<file path="src/rtl/taxi_debounce_event.sv">
// Multi-channel switch debouncer: 2-flop sync, prescaled N-sample history, edge pulses.
// Optional long-press detector enabled by defining TAXI_DEBOUNCE_LONG_PRESS_EN.
module taxi_debounce_event #(
  parameter int unsigned WIDTH    = 8,
  parameter int unsigned N        = 4,
  parameter int unsigned RATE     = 125000,
  parameter int unsigned LONG_CNT = 256,
  parameter logic        INIT     = 1'b0
) (
  input  logic             clk,
  input  logic             rst_n,
  input  logic [WIDTH-1:0] in,
  output logic [WIDTH-1:0] out,
  output logic [WIDTH-1:0] rise,
  output logic [WIDTH-1:0] fall,
  output logic [WIDTH-1:0] long_press,
  output logic             tick
);

  localparam int unsigned PW = (RATE > 1) ? $clog2(RATE) : 1;
  localparam logic [PW-1:0] PRE_MAX = PW'(RATE - 1);

  logic [WIDTH-1:0] sync1_q, sync2_q;
  logic [WIDTH-1:0] out_q, out_d;
  logic [WIDTH-1:0] rise_q, rise_d;
  logic [WIDTH-1:0] fall_q, fall_d;
  logic [PW-1:0]    pre_q, pre_d;
  logic             tick_q, tick_d;
  logic [N-1:0]     hist_q [WIDTH];
  logic [N-1:0]     hist_d [WIDTH];

  // Tick is registered, so it is high in the cycle after the prescaler wraps.
  always_comb begin
    pre_d  = (pre_q == PRE_MAX) ? '0 : pre_q + PW'(1);
    tick_d = (pre_q == PRE_MAX);
    for (int i = 0; i < int'(WIDTH); i++) begin
      hist_d[i] = tick_q ? {hist_q[i][N-2:0], sync2_q[i]} : hist_q[i];
      if (&hist_q[i]) begin
        out_d[i] = 1'b1;
      end else if (~|hist_q[i]) begin
        out_d[i] = 1'b0;
      end else begin
        out_d[i] = out_q[i];
      end
    end
    rise_d = out_d & ~out_q;
    fall_d = ~out_d & out_q;
  end

  always_ff @(posedge clk or negedge rst_n) begin
    if (!rst_n) begin
      sync1_q <= {WIDTH{INIT}};
      sync2_q <= {WIDTH{INIT}};
      out_q   <= {WIDTH{INIT}};
      rise_q  <= '0;
      fall_q  <= '0;
      pre_q   <= '0;
      tick_q  <= 1'b0;
      for (int i = 0; i < int'(WIDTH); i++) begin
        hist_q[i] <= {N{INIT}};
      end
    end else begin
      sync1_q <= in;
      sync2_q <= sync1_q;
      out_q   <= out_d;
      rise_q  <= rise_d;
      fall_q  <= fall_d;
      pre_q   <= pre_d;
      tick_q  <= tick_d;
      for (int i = 0; i < int'(WIDTH); i++) begin
        hist_q[i] <= hist_d[i];
      end
    end
  end

  assign out  = out_q;
  assign rise = rise_q;
  assign fall = fall_q;
  assign tick = tick_q;

`ifdef TAXI_DEBOUNCE_LONG_PRESS_EN
  localparam int unsigned LW = $clog2(LONG_CNT + 1);
  localparam logic [LW-1:0] LMAX = LW'(LONG_CNT);

  logic [LW-1:0]    lcnt_q [WIDTH];
  logic [LW-1:0]    lcnt_d [WIDTH];
  logic [WIDTH-1:0] lp_q, lp_d;

  // Counter reads zero in the rise cycle, then counts ticks while held high.
  always_comb begin
    for (int i = 0; i < int'(WIDTH); i++) begin
      lcnt_d[i] = lcnt_q[i];
      if (!out_d[i] || rise_d[i]) begin
        lcnt_d[i] = '0;
      end else if (tick_q && (lcnt_q[i] != LMAX)) begin
        lcnt_d[i] = lcnt_q[i] + LW'(1);
      end
      lp_d[i] = (lcnt_d[i] == LMAX) && (lcnt_q[i] != LMAX);
    end
  end

  always_ff @(posedge clk or negedge rst_n) begin
    if (!rst_n) begin
      lp_q <= '0;
      for (int i = 0; i < int'(WIDTH); i++) begin
        lcnt_q[i] <= '0;
      end
    end else begin
      lp_q <= lp_d;
      for (int i = 0; i < int'(WIDTH); i++) begin
        lcnt_q[i] <= lcnt_d[i];
      end
    end
  end

  assign long_press = lp_q;
`else
  assign long_press = '0;
`endif

endmodule

</file>
<file path="config.mk">
export PLATFORM = sky130hd
export DESIGN_NAME = taxi_debounce_event
export DESIGN_NICKNAME = d
export VERILOG_FILES = /design/src/rtl/taxi_debounce_event.sv
export SDC_FILE = /design/constraint.sdc
export NUM_CORES = 1
export LEC_CHECK = 0
export ABC_AREA = 1
export CAP_MARGIN = 40
export CORE_AREA = 2 2 89 91
export DETAILED_ROUTE_END_ITERATION = 8
export DIE_AREA = 0 0 91 93
export GPL_TIMING_DRIVEN = 0
export PLACE_DENSITY = 0.84
export SYNTH_ARGS = -nofsm -noshare
export SYNTH_HDL_FRONTEND = slang
export SYNTH_SLANG_ARGS = --single-unit
</file>
<file path="constraint.sdc">
create_clock -name clk -period 1.25 [get_ports clk]
set_input_delay 0.125 -clock clk [delete_from_list [all_inputs] [get_ports clk]]
set_output_delay 0.125 -clock clk [all_outputs]
set_load 0.005 [all_outputs]
</file>
# Word level (Yosys, flattened, before mapping)
# Cells that the tools add are included.
dict set report word_totals {
  regBits 90
  latchBits 0
  ram_bits 0
  mem_bits_ro 0
  inputBits 10
  out_inout_bits 33
  n_memories 0
}
dict set report classes {
  add_sub_neg 1
  mul 0
  div 0
  order_cmp 0
  n_eq_ne 1
  n_shift 0
  n_mux 17
  bitwise 4
  reduce_logical 16
}
# op count
set ops {}
lappend ops {{$reduce_and 4->1} 8}
lappend ops {{$reduce_or 4->1} 8}
lappend ops {{$add 17x1->17 const B} 1}
lappend ops {{$eq 17x17->1 const B} 1}
lappend ops {{$mux 17} 1}
lappend ops {{$and 8x8->8} 2}
lappend ops {{$mux 1} 16}
lappend ops {{$not 8->8} 2}

# Longest topological paths before layout
# Gate-level depths: netlist of the first run.
dict set report depth {
  depth_word 5
  depth_mapped 8
  mapped_depth_nobuf 8
}

# Worst setup path after synthesis of the first run
# Ideal clock, no wire load.
dict set report synth_timing {
  path_kind {reg-to-reg}
  from {register pre_q[0]}
  to {register pre_q[6]}
  setup_time_ns 0.114
  arrival_time_ns 1.178
  t_required_ns 1.136
  setup_slack_ns -0.043
  stages_incl_launch_ff 7
  period_less_slack_ns 1.293
  cell_sequence {dfrtp_1 ha_1 nand3_2 nor2_4 or2_2 nand3_1 inv_1}
}
dict set report synth_via {
  elab_chain_cells 2
  word_cells_on_any_way 3
}
# item line_no
set synth_rtl {}
lappend synth_rtl {{start, declared} 27} ;# logic [PW-1:0] pre_q, pre_d;
lappend synth_rtl {{start signal, assigned} 68} ;# pre_q <= pre_d;
lappend synth_rtl {{$add 17x1->17 / $eq 17x17->1 (equally long branches)} 34} ;# pre_d = (pre_q == PRE_MAX) ? '0 : pre_q + PW'(1);
lappend synth_rtl {{$mux 17 (*)} 34}
lappend synth_rtl {{via pre_d[6]} 27}
# The timed path passes the listed nets; every way through them passes the cells marked *.
# A chain may end at the register's enable or synchronous reset.

# Worst setup path after layout of the first run
dict set report layout_timing {
  from {register pre_q[0]}
  to {register pre_q[3]}
}
dict set report layout_via {
  elab_chain_cells 2
  word_cells_on_any_way 3
}
# item line_no
set layout_rtl {}
lappend layout_rtl {{$eq 17x17->1} -}
lappend layout_rtl {{via tick_d} 28} ;# logic tick_q, tick_d;
lappend layout_rtl {{$mux 17} 34}
lappend layout_rtl {{via pre_d[3]} 27}
# The timed path passes the listed nets, and every way through them passes these cells.

==> impl_metrics.csv, run 1 <==
group,metric,value,unit
die,io_pins,43,
global_route,antenna_found_initial,0,
synth,ys_warn_count,0,
synth,synth-simple-area-share,19.9,%
global_route,grt-busiest-layer,"met2",
pwr,cellPowerDensity,1210,mW/mm²
drt,firstDrtPassIters,4,
run_status,outcome,"complete, but fails checks",
synth,muxShareOfSynthArea,0.316,%
synth,synth_top_family_by_area,"simple AND/OR/NAND/NOR gates",
synth,synth-xor-area-share,1.48,%
place,placed_cells,520,
drt,wl_per_cell,12.4,µm
clocking,cts-root-buf,"clkbuf_8",
cells_and_area,fill_cells,604,
global_route,use_met1,20.3,%
sta,setup_violations,8,
sta,hold_violations,0,
synth,synthAdderAreaFrac,0.351,%
worst_setup_path,cp-end-kind,"flop",
global_route,grt_pass1_vias,2709,
worst_setup_path,crit_path_frequent_cell,"nand2_2",
worst_setup_path,crit_fanout,7,
sta,skew,0.00870,ns
run_status,violations,"negative setup slack",
pwr,power.total,5.47,mW
sta,drv_slew,0,
clocking,numCtsBuffers,9,
cells_and_area,fin_util,60.0,%
worst_setup_path,cp_slowest_cell,"dfrtp_1",
cells_and_area,drive_gt1_share,17.6,%
worst_setup_path,max_stage_delay,0.41,ns
die,core.rowCount,32,
die,die_area,0.00846,mm²
sta,period_share,104,%
synth,synthesis.area,0.00356,mm²
sta,setup_ws,-0.0441,ns
global_route,met2_usage,31.7,%
clocking,clock_latency,0.36,ns
worst_setup_path,cp-start-kind,"flop",
global_route,grt_max_degree,61,
sta,min_period,1.29,ns
drt,routed_via_density,4.79,
cells_and_area,fin_cells,550,
die,fp.coreArea,0.00753,mm²
clocking,clock_path_buffers,2,
worst_setup_path,reg2reg_depth,8,
clocking,cts_tree,"yes",
place,gp_congestion,0.886,
drt,final_antenna_net_count,0,
synth,synth_seq_area_share,63.3,%
die,die_y,93,µm
clocking,cts_sinks,90,
place,io_buffers,34,
drt,drc_errors,0,
drt,wirelength,6800,µm
die,die_x,91,µm
global_route,grt.total_usage,17.9,%
pwr,p_leak,2.40,nW
cells_and_area,area_growth,26.8,%
global_route,overflow,0,
hold_path,min_path_type,"in -> reg",
clocking,htree_levels,3,
worst_setup_path,crit_required,1.48,ns
synth,ys_types,26,
cells_and_area,insertedDiodeCount,0,
synth,synth_cells,376,
global_route,use_met3,4.92,%
drt,detailroute.via_count,2637,
place,dp_hpwl,4530,µm
cells_and_area,nNetsFinal,454,
worst_setup_path,arrival,1.53,ns
synth,synth_area_per_cell,9.47,µm²
clocking,path_clk_slew,0.08,ns
sta,fmax,773,MHz
hold_path,holdPathStages,1,
sta,rsz0062_at_grt,"true",
worst_setup_path,path_class,"reg -> reg",
pwr,vdd_drop_max,471,µV
worst_setup_path,crit_chain,"ha_4 > nand2_2 > inv_2 > nand2_2 > nor2_4 > nand2_4 > inv_4 > nor2_2",
flow_run,cap_violations,0,
drt,drt-initial-drc-count,171,
synth,synth-seq-cells,90,
die,initial_core_util,47.3,%
global_route,grt_first_pass_wirelength,12000,µm
synth,synth_compound_area_share,5.13,%
## where the power goes
part           leakage [nW]  internal (mW)  switching, mW  total [mW]
Clock                 0.123           1.44          0.973        2.41
Sequential             1.20           2.93        0.00798        2.94
Combinational          1.07         0.0502         0.0657       0.116
Total                  2.40           4.42           1.05        5.47
## sequential cells by signal (all words and copies together), names as in the netlist
name / count
pre_q: 17
out: 8
hist_q: 32
fall: 8
rise: 8
tick: 1
sync2_q: 8
sync1_q: 8
## cells in the mapped netlist, drive strengths merged
library cell / number / share of area, %
a21oi: 3 / 0.42
buf: 9 / 1.8
clkbuf: 6 / 0.63
conb: 1 / 0.11
dfrtp: 90 / 63
ha: 1 / 0.35
inv: 66 / 7.0
mux2: 1 / 0.32
nand2: 81 / 8.9
nand3: 16 / 2.7
nand4: 14 / 2.5
nor2: 47 / 5.6
nor3: 1 / 0.14
o21ai: 32 / 4.5
o21bai: 1 / 0.21
or2: 1 / 0.18
xnor2: 1 / 0.25
xor2: 5 / 1.2
## area by class of cell
class / instances / area (µm²) / share of cell area, %
flip-flops and latches: 90 / 2250 / 50.0
multi-input cells: 212 / 1090 / 24.1
repair buffers: 49 / 445 / 9.87
inverters: 66 / 250 / 5.54
clock buffers: 12 / 155 / 3.44
well taps: 102 / 128 / 2.83
clock inverters: 4 / 97.6 / 2.16
plain buffers: 15 / 95.1 / 2.11
## placed cells by master (no fill, tap or decap), drive strengths merged
cell type / n
nand2: 81
bufinv: 3
dlygate4sd3: 1
nor3: 1
o21ai: 32
clkinvlp: 1
mux2: 1
dlygate4sd2: 25
o21bai: 1
clkdlybuf4s50: 8
nand3: 16
inv: 66
buf: 25
clkbuf: 17
dfrtp: 90
a21oi: 3
ha: 1
xor2: 5
conb: 8
nand4: 14
xnor2: 1
nor2: 47
or2: 1
## what timing repair did
item                                   CTS  global route
gates resized for setup                 36            25
pin swaps                                2            13
endpoints found under the hold margin   30             0
setup endpoints to repair               68            35
cloned                                   0             0
hold buffers                             1             0
setup buffers                           10             3
## layer usage
| metal | share of wire, % | wire, µm | vias up |
|---|---|---|---|
| li1 | - | - | 1273 |
| met1 | 40 | 2710 | 1267 |
| met2 | 53 | 3620 | 78 |
| met3 | 4.8 | 329 | 19 |
| met4 | 2.1 | 143 | 0 |
| met5 | 0 | 0 | - |
## logic make-up after synthesis
kind of cell | count (synthesis)
compound gates | 36
xor+xnor | 6
fa+ha+maj | 1
buf+inv | 81
flops | 90
mux | 1
other cells | 1
simple gates | 160
## per-stage QoR
step	setup slack, ns	hold WS (ns)	setup TNS [ns]	instance area (µm²)
floorplan	0.00296	-0.171	0	3600
global placement	-2.98	0.335	-268.79	4060
detailed placement	-0.122	0.0811	-1.42	4090
CTS	-0.00226	0.196	-0.00339	4430
global route	-0.116	0.194	-1.10	4510
finish	-0.0441	0.205	-0.209	4510
## worst max-delay path, delay by kind of cell, from the launching register on
family / cells / cell delay [ns]
flip-flops: 1 / 0.41
AND/OR/NAND/NOR: 5 / 0.40
adder cells (fa/ha/maj): 1 / 0.18
buffers and inverters: 2 / 0.18
## path summary, 6_finish.rpt
kind | start | endpoint | slack [ns]
hold / removal | in[3] | sync1_q[3]$_DFF_PN0_ | 0.21
setup reg to reg | pre_q[0]$_DFF_PN0_ | pre_q[3]$_DFF_PN0_ | -0.04
hold reg to reg | sync1_q[7]$_DFF_PN0_ | sync2_q[7]$_DFF_PN0_ | 0.35
max in group asynchronous | rst_n | pre_q[3]$_DFF_PN0_ | 0.39
setup / recovery | pre_q[0]$_DFF_PN0_ | pre_q[3]$_DFF_PN0_ | -0.04
min in group asynchronous | rst_n | fall[1]$_DFF_PN0_ | 0.23
No activity file was read; power rests on OpenSTA's default activity.
==> run 2: changes to the inputs <==
--- a/config.mk
+++ b/config.mk
@@ -5,13 +5,13 @@
 export SDC_FILE = /design/constraint.sdc
 export NUM_CORES = 1
 export LEC_CHECK = 0
-export ABC_AREA = 1
 export CAP_MARGIN = 40
-export CORE_AREA = 2 2 89 91
+export CORE_AREA = 2 2 87 89
 export DETAILED_ROUTE_END_ITERATION = 8
-export DIE_AREA = 0 0 91 93
+export DIE_AREA = 0 0 89 91
 export GPL_TIMING_DRIVEN = 0
 export PLACE_DENSITY = 0.84
+export SETUP_SLACK_MARGIN = 0.15
 export SYNTH_ARGS = -nofsm -noshare
 export SYNTH_HDL_FRONTEND = slang
 export SYNTH_SLANG_ARGS = --single-unit
==> run 2 against run 1 <==
Compared with the run above:
- global-route usage up 0.85 points
- wire length is 19% higher
- synthesized area is 4.3% lower
- combinational power barely moved
- cell count down 15%
- power shrank 3.4%
- clock power fell by 8%
- first-iteration DRC count is 35% lower
- the flow still finishes with violations (negative setup slack)
- critical path type unchanged
- clock skew grew 0.0075 ns
==> impl_metrics.csv, run 2 <==
group,metric,value,unit
run_status,outcome,"complete, but fails checks",
run_status,violations,"negative setup slack",
synth,synthesis.area,0.00341,mm²
synth,synth_seq_area_share,66.1,%
drt,drc_errors,0,
pwr,power.total,5.29,mW
clocking,clock_path_buffers,2,
drt,routed_via_density,5.14,
sta,rsz0062_at_grt,"true",
clocking,clock_latency,0.35,ns
sta,period_share,137,%
synth,synth_edf_count,0,
worst_setup_path,crit_fanout,5,
worst_setup_path,cp_slowest_cell,"or4_4",
cells_and_area,fin_area,0.00508,mm²
worst_setup_path,cp-start-kind,"flop",
synth,synth_top_area_share,66.1,%
sta,drv_slew,0,
cells_and_area,nNetsFinal,376,
sta,setup_violations,21,
sta,tns,-4.26,ns
die,fp.coreArea,0.00714,mm²
cells_and_area,insertedDiodeCount,0,
synth,synth-seq-cells,90,
worst_setup_path,crit_chain,"buf_6 > nand4_4 > or4_4 > or3_1 > a21oi_1",
drt,firstDrtPassIters,4,
synth,synth_ff_type,"dfrtp_1",
cells_and_area,largest_reg_flops,32,
place,postPlaceCellArea,0.00397,mm²
global_route,overflow,0,
cells_and_area,final_cell_mix,"85 x dfrtp_1, 51 x buf_4, 32 x mux2_4",
cells_and_area,area_growth,49.1,%
pwr,cellPowerDensity,1040,mW/mm²
synth,synth_area_per_cell,13.4,µm²
die,io_pins,43,
worst_setup_path,crit_required,1.53,ns
die,die_area,0.00810,mm²
clocking,cts-root-buf,"clkbuf_8",
synth,ys_types,31,
die,die_x,89,µm
global_route,antenna_found_initial,0,
worst_setup_path,max_stage_delay,0.54,ns
global_route,grt_max_degree,48,
worst_setup_path,path_buf_inv,1,
cells_and_area,drive_gt1_share,47.6,%
worst_setup_path,cpLargestDelayFamily,"simple AND/OR/NAND/NOR gates",
global_route,grt.total_usage,18.7,%
sta,hold_violations,0,
place,dp_hpwl,3630,µm
cells_and_area,top_regs,"hist_q (32), pre_q (17)",
synth,netlist_top_cells_area,"dfrtp_1 66%, mux2_2 11%, a21oi_1 2.5%",
worst_setup_path,path_class,"reg -> reg",
clocking,cts_sinks,90,
die,die_y,91,µm
synth,ys_warn_count,0,
global_route,grt_pass1_vias,2401,
synth,async_flop_share,100,%
clocking,cts_tree,"yes",
synth,synth_largest_area_cell,"dfrtp_1",
sta,fmax,582,MHz
drt,final_antenna_net_count,0,
die,core.rowCount,31,
drt,detailroute.via_count,2409,
global_route,grt_first_pass_wirelength,11600,µm
worst_setup_path,arrival,1.99,ns
flow_run,cap_violations,0,
place,io_buffers,34,
synth,synth_cells,254,
sta,setup_ws,-0.467,ns
place,gp_congestion,0.856,
drt,drt-initial-drc-count,112,
clocking,numCtsBuffers,9,
sta,min_period,1.72,ns
drt,wl_per_cell,17.2,µm
synth,synth_most_common_cell,"dfrtp_1",
cells_and_area,fill_cells,451,
hold_path,min_path_type,"in -> reg",
cells_and_area,regMostFlops,"hist_q",
clocking,path_clk_slew,0.08,ns
drt,wirelength,8090,µm
worst_setup_path,cp-end-kind,"flop",
die,initial_core_util,47.7,%
pwr,vdd_drop_max,607,µV
cells_and_area,final_common_cell,"dfrtp_1",
clocking,htree_levels,3,
synth,ys_top_cells_by_count,"90 x dfrtp_1, 32 x mux2_2, 17 x a21oi_1",
sta,skew,0.0162,ns
pwr,p_leak,2.36,nW
-- run 2: cell count changes in the layout (fill, tap and decap cells not counted), sizes merged, moves of 31 or more --
| cell | delta |
|---|---|
| nor2 | -36 |
| o21ai | -31 |
| mux2 | +31 |
| inv | -57 |
| buf | +51 |
| nand2 | -77 |
-- run 2: path summary, 6_finish.rpt --
check                                      from                endpoint  slack, ns  depth (start not counted)
max                          pre_q[3]$_DFF_PN0_     pre_q[16]$_DFF_PN0_      -0.47                          5
min                                       in[6]    sync1_q[6]$_DFF_PN0_       0.20                          1
max reg2reg                  pre_q[3]$_DFF_PN0_     pre_q[16]$_DFF_PN0_      -0.47                          5
min reg2reg                sync1_q[1]$_DFF_PN0_    sync2_q[1]$_DFF_PN0_       0.35                          0
max in group asynchronous                 rst_n     pre_q[12]$_DFF_PN0_       0.43                          3
min in group asynchronous                 rst_n  hist_q[20]$_DFFE_PN0P_       0.24                          2
-- run 2: cell families (layout without fill, tap and decap cells) --
group | after synthesis | in the layout | share of synthesized area [%]
XOR/XNOR | 13 | 13 | 3.34
flip-flops | 90 | 90 | 66.1
AND/OR/NAND/NOR | 75 | 75 | 12.9
multiplexers | 32 | 32 | 10.6
adder cells (fa/ha/maj) | 1 | 1 | 0.367
AO/OA/AOI/OAI | 20 | 20 | 3.12
buffers and inverters | 22 | 131 | 3.42
other | 1 | 8 | 0.110
-- run 2: timing repair --
| action | in CTS | in global routing |
|---|---|---|
| hold buffers | 1 | 0 |
| buffers inserted | 36 | 18 |
| resized for setup | 106 | 57 |
| setup endpoints to repair | 77 | 74 |
| endpoints found under the hold margin | 43 | 0 |
| pin swaps | 10 | 17 |
| cloned | 3 | 0 |
-- run 2: cell type report --
| cell class | instances | area (µm²) | share of cell area (%) |
|---|---|---|---|
| Timing Repair Buffer | 93 | 887 | 17.5 |
| Buffer | 13 | 131 | 2.59 |
| Inverter | 9 | 33.8 | 0.665 |
| Clock buffer | 12 | 155 | 3.06 |
| Tap cell | 99 | 124 | 2.44 |
| Clock inverter | 4 | 73.8 | 1.45 |
| Sequential cell | 90 | 2260 | 44.5 |
| Multi-Input combinational cell | 149 | 1410 | 27.8 |
-- run 2: metal layers --
| layer | GRT usage (%) | up-vias | part of all wire [%] |
|---|---|---|---|
| li1 | - | 1092 | - |
| met1 | 22.8 | 1221 | 40 |
| met2 | 30.7 | 75 | 53 |
| met3 | 5.91 | 21 | 4.7 |
| met4 | 7.46 | 0 | 2.5 |
| met5 | 0 | - | 0 |
-- run 2: power by group --
part / switching [mW] / leakage (nW) / internal (mW)
Sequential: 0.00748 / 1.20 / 2.93
Clock: 0.988 / 0.117 / 1.24
Combinational: 0.0668 / 1.04 / 0.0518
Total: 1.06 / 2.36 / 4.22
-- run 2: through the flow --
stage | setup slack [ns] | instances | util [%] | hold WS [ns]
2_1_floorplan | -0.359 | 261 | - | -0.171
3_3_place_gp | -3.32 | 394 | 55.2 | 0.333
3_5_place_dp | -0.598 | 395 | 55.6 | 0.164
4_1_cts | -0.403 | 451 | 66.7 | 0.194
5_1_grt | -0.521 | 469 | 71.1 | 0.183
6_report | -0.467 | 469 | 71.1 | 0.201
==> run 3: changes to the inputs <==
--- a/config.mk
+++ b/config.mk
@@ -6,11 +6,11 @@
 export NUM_CORES = 1
 export LEC_CHECK = 0
 export CAP_MARGIN = 40
-export CORE_AREA = 2 2 87 89
+export CORE_AREA = 2 2 91 93
 export DETAILED_ROUTE_END_ITERATION = 8
-export DIE_AREA = 0 0 89 91
+export DIE_AREA = 0 0 93 95
 export GPL_TIMING_DRIVEN = 0
-export PLACE_DENSITY = 0.84
+export PLACE_DENSITY = 0.79
 export SETUP_SLACK_MARGIN = 0.15
 export SYNTH_ARGS = -nofsm -noshare
 export SYNTH_HDL_FRONTEND = slang
==> run 3 against run 2 <==
Compared with the run above:
- the flow still finishes with violations (negative setup slack)
- critical path depth shrank 1
- clock skew increased by 0.0026 ns
- power decreased by 6.1%
- clock power is 14% lower
- hold slack got worse by 0.0052 ns
- fmax is 2.4% higher
- core utilization shrank 6.6 points
- critical endpoint unchanged
==> impl_metrics.csv, run 3 (synthesized netlist as in run 2, its figures left out) <==
group,metric,value,unit
run_status,outcome,"complete, but fails checks",
run_status,violations,"negative setup slack",
drt,firstDrtPassIters,4,
cells_and_area,insertedDiodeCount,0,
global_route,antenna_found_initial,0,
sta,period_share,134,%
cells_and_area,fin_cells,486,
pwr,clkPwrFrac,38.4,%
place,io_buffers,34,
pwr,combPwrFrac,2.3,%
sta,rsz0062_at_grt,"true",
cells_and_area,final_common_cell,"dfrtp_1",
drt,drc_errors,0,
worst_setup_path,crit_required,1.54,ns
cells_and_area,largest_reg_flops,32,
place,gp_congestion,0.826,
global_route,grt_first_pass_wirelength,12000,µm
global_route,grt.total_usage,17.8,%
sta,hold_violations,0,
sta,tns,-3.96,ns
drt,final_antenna_net_count,0,
clocking,cts-root-buf,"clkbuf_8",
pwr,power.total,4.96,mW
worst_setup_path,path_class,"reg -> reg",
sta,timing.hold.ws,0.196,ns
worst_setup_path,rr_startpoint,"pre_q[6]$_DFF_PN0_",
flow_run,cap_violations,0,
global_route,grt_pass1_vias,2447,
sta,fmax,597,MHz
sta,min_period,1.68,ns
clocking,clock_latency,0.37,ns
sta,slew_headroom,59.9,%
sta,drv_slew,0,
worst_setup_path,cp-start-kind,"flop",
worst_setup_path,arrival,1.97,ns
clocking,cts_tree,"yes",
drt,detailroute.via_count,2384,
pwr,p_seq_share,59.3,%
cells_and_area,nNetsFinal,387,
drt,drt-initial-drc-count,140,
sta,skew,0.0188,ns
cells_and_area,drive_gt1_share,51.2,%
cells_and_area,final_cell_mix,"83 x dfrtp_1, 61 x buf_4, 32 x mux2_4",
die,io_pins,43,
cells_and_area,top_regs,"hist_q (32), pre_q (17)",
worst_setup_path,cp-end-kind,"flop",
die,initial_core_util,43.0,%
die,die_x,93,µm
place,pre_cts_slack,-0.577,ns
drt,wirelength,7920,µm
pwr,vdd_drop_max,513,µV
sta,setup_violations,14,
sta,worstMarginPinSlew,0.601,ns
pwr,p_sw,1.18,mW
place,dp_hpwl,3690,µm
hold_path,worstHoldStart,"in[7]",
hold_path,min_path_type,"in -> reg",
die,fp.coreArea,0.00793,mm²
place,placed_cells,401,
clocking,path_clk_slew,0.10,ns
global_route,overflow,0,
clocking,numCtsBuffers,9,
pwr,switching_share,23.9,%
worst_setup_path,startpoint,"pre_q[6]$_DFF_PN0_",
clocking,cts_sinks,90,
cells_and_area,area_growth,50.2,%
die,core.rowCount,33,
die,die_area,0.00884,mm²
worst_setup_path,crit_fanout,4,
drt,routed_via_density,4.91,
pwr,cellPowerDensity,970,mW/mm²
clocking,clock_path_buffers,2,
cells_and_area,regMostFlops,"hist_q",
pwr,p_int,3.78,mW
cells_and_area,fill_cells,543,
global_route,grt_max_degree,47,
pwr,p_leak,2.39,nW
clocking,htree_levels,3,
sta,setup_ws,-0.426,ns
die,die_y,95,µm
drt,wl_per_cell,16.3,µm
## run 3: final timing paths
check	endpoint	slack [ns]	cells after the start
setup / recovery	pre_q[16]$_DFF_PN0_	-0.43	4
min in group asynchronous	pre_q[6]$_DFF_PN0_	0.30	2
hold / removal	sync1_q[7]$_DFF_PN0_	0.20	1
max in group asynchronous	hist_q[7]$_DFFE_PN0P_	0.31	3
hold reg to reg	sync2_q[0]$_DFF_PN0_	0.35	0
setup reg to reg	pre_q[16]$_DFF_PN0_	-0.43	4
## run 3: power by group through the flow
stage          Sequential (mW)  Combinational (mW)  Clock (mW)
3_5_place_dp              3.00               0.116           0
4_1_cts                   2.94               0.118        1.87
5_1_grt                   2.95               0.133        2.05
2_1_floorplan             3.00              0.0236           0
3_3_place_gp              3.00               0.106           0
6_report                  2.94               0.116        1.90
## run 3: critical path: stages (launching register included)
cell	delay [ns]
dfrtp_1	0.42
nand4_4	0.14
or4_4	0.56
or3_1	0.34
a21oi_2	0.13
## run 3: area by class of cell
class	instances	area, µm²	share of cell area (%)
clock buffer	10	138	2.69
multi-input combinational	149	1420	27.7
clock inverter	6	47.5	0.929
sequential	90	2260	44.2
tap	105	131	2.57
timing repair buffer	104	955	18.7
inverter	9	33.8	0.660
buffer	13	131	2.57
## run 3: stage by stage
step | cell area (µm²) | util [%]
3_3_place_gp | 3950 | 49.8
2_1_floorplan | 3480 | -
4_1_cts | 4820 | 60.8
3_5_place_dp | 3970 | 50.0
6_report | 5120 | 64.5
5_1_grt | 5120 | 64.5
## run 3: routing by layer
layer | share of wire (%) | track usage (%) | up-vias
met5 | 0 | 0 | -
met4 | 1.9 | 8.46 | 0
met3 | 3.4 | 3.43 | 17
met2 | 54 | 30.5 | 52
met1 | 40 | 21.7 | 1196
li1 | - | - | 1119
## run 3: repair_timing
item	in CTS	in global routing
hold buffers	1	0
resized for setup	119	48
setup endpoints to repair	77	70
endpoints found under the hold margin	45	0
gates cloned	3	0
pin swaps	11	14
setup buffers	42	23
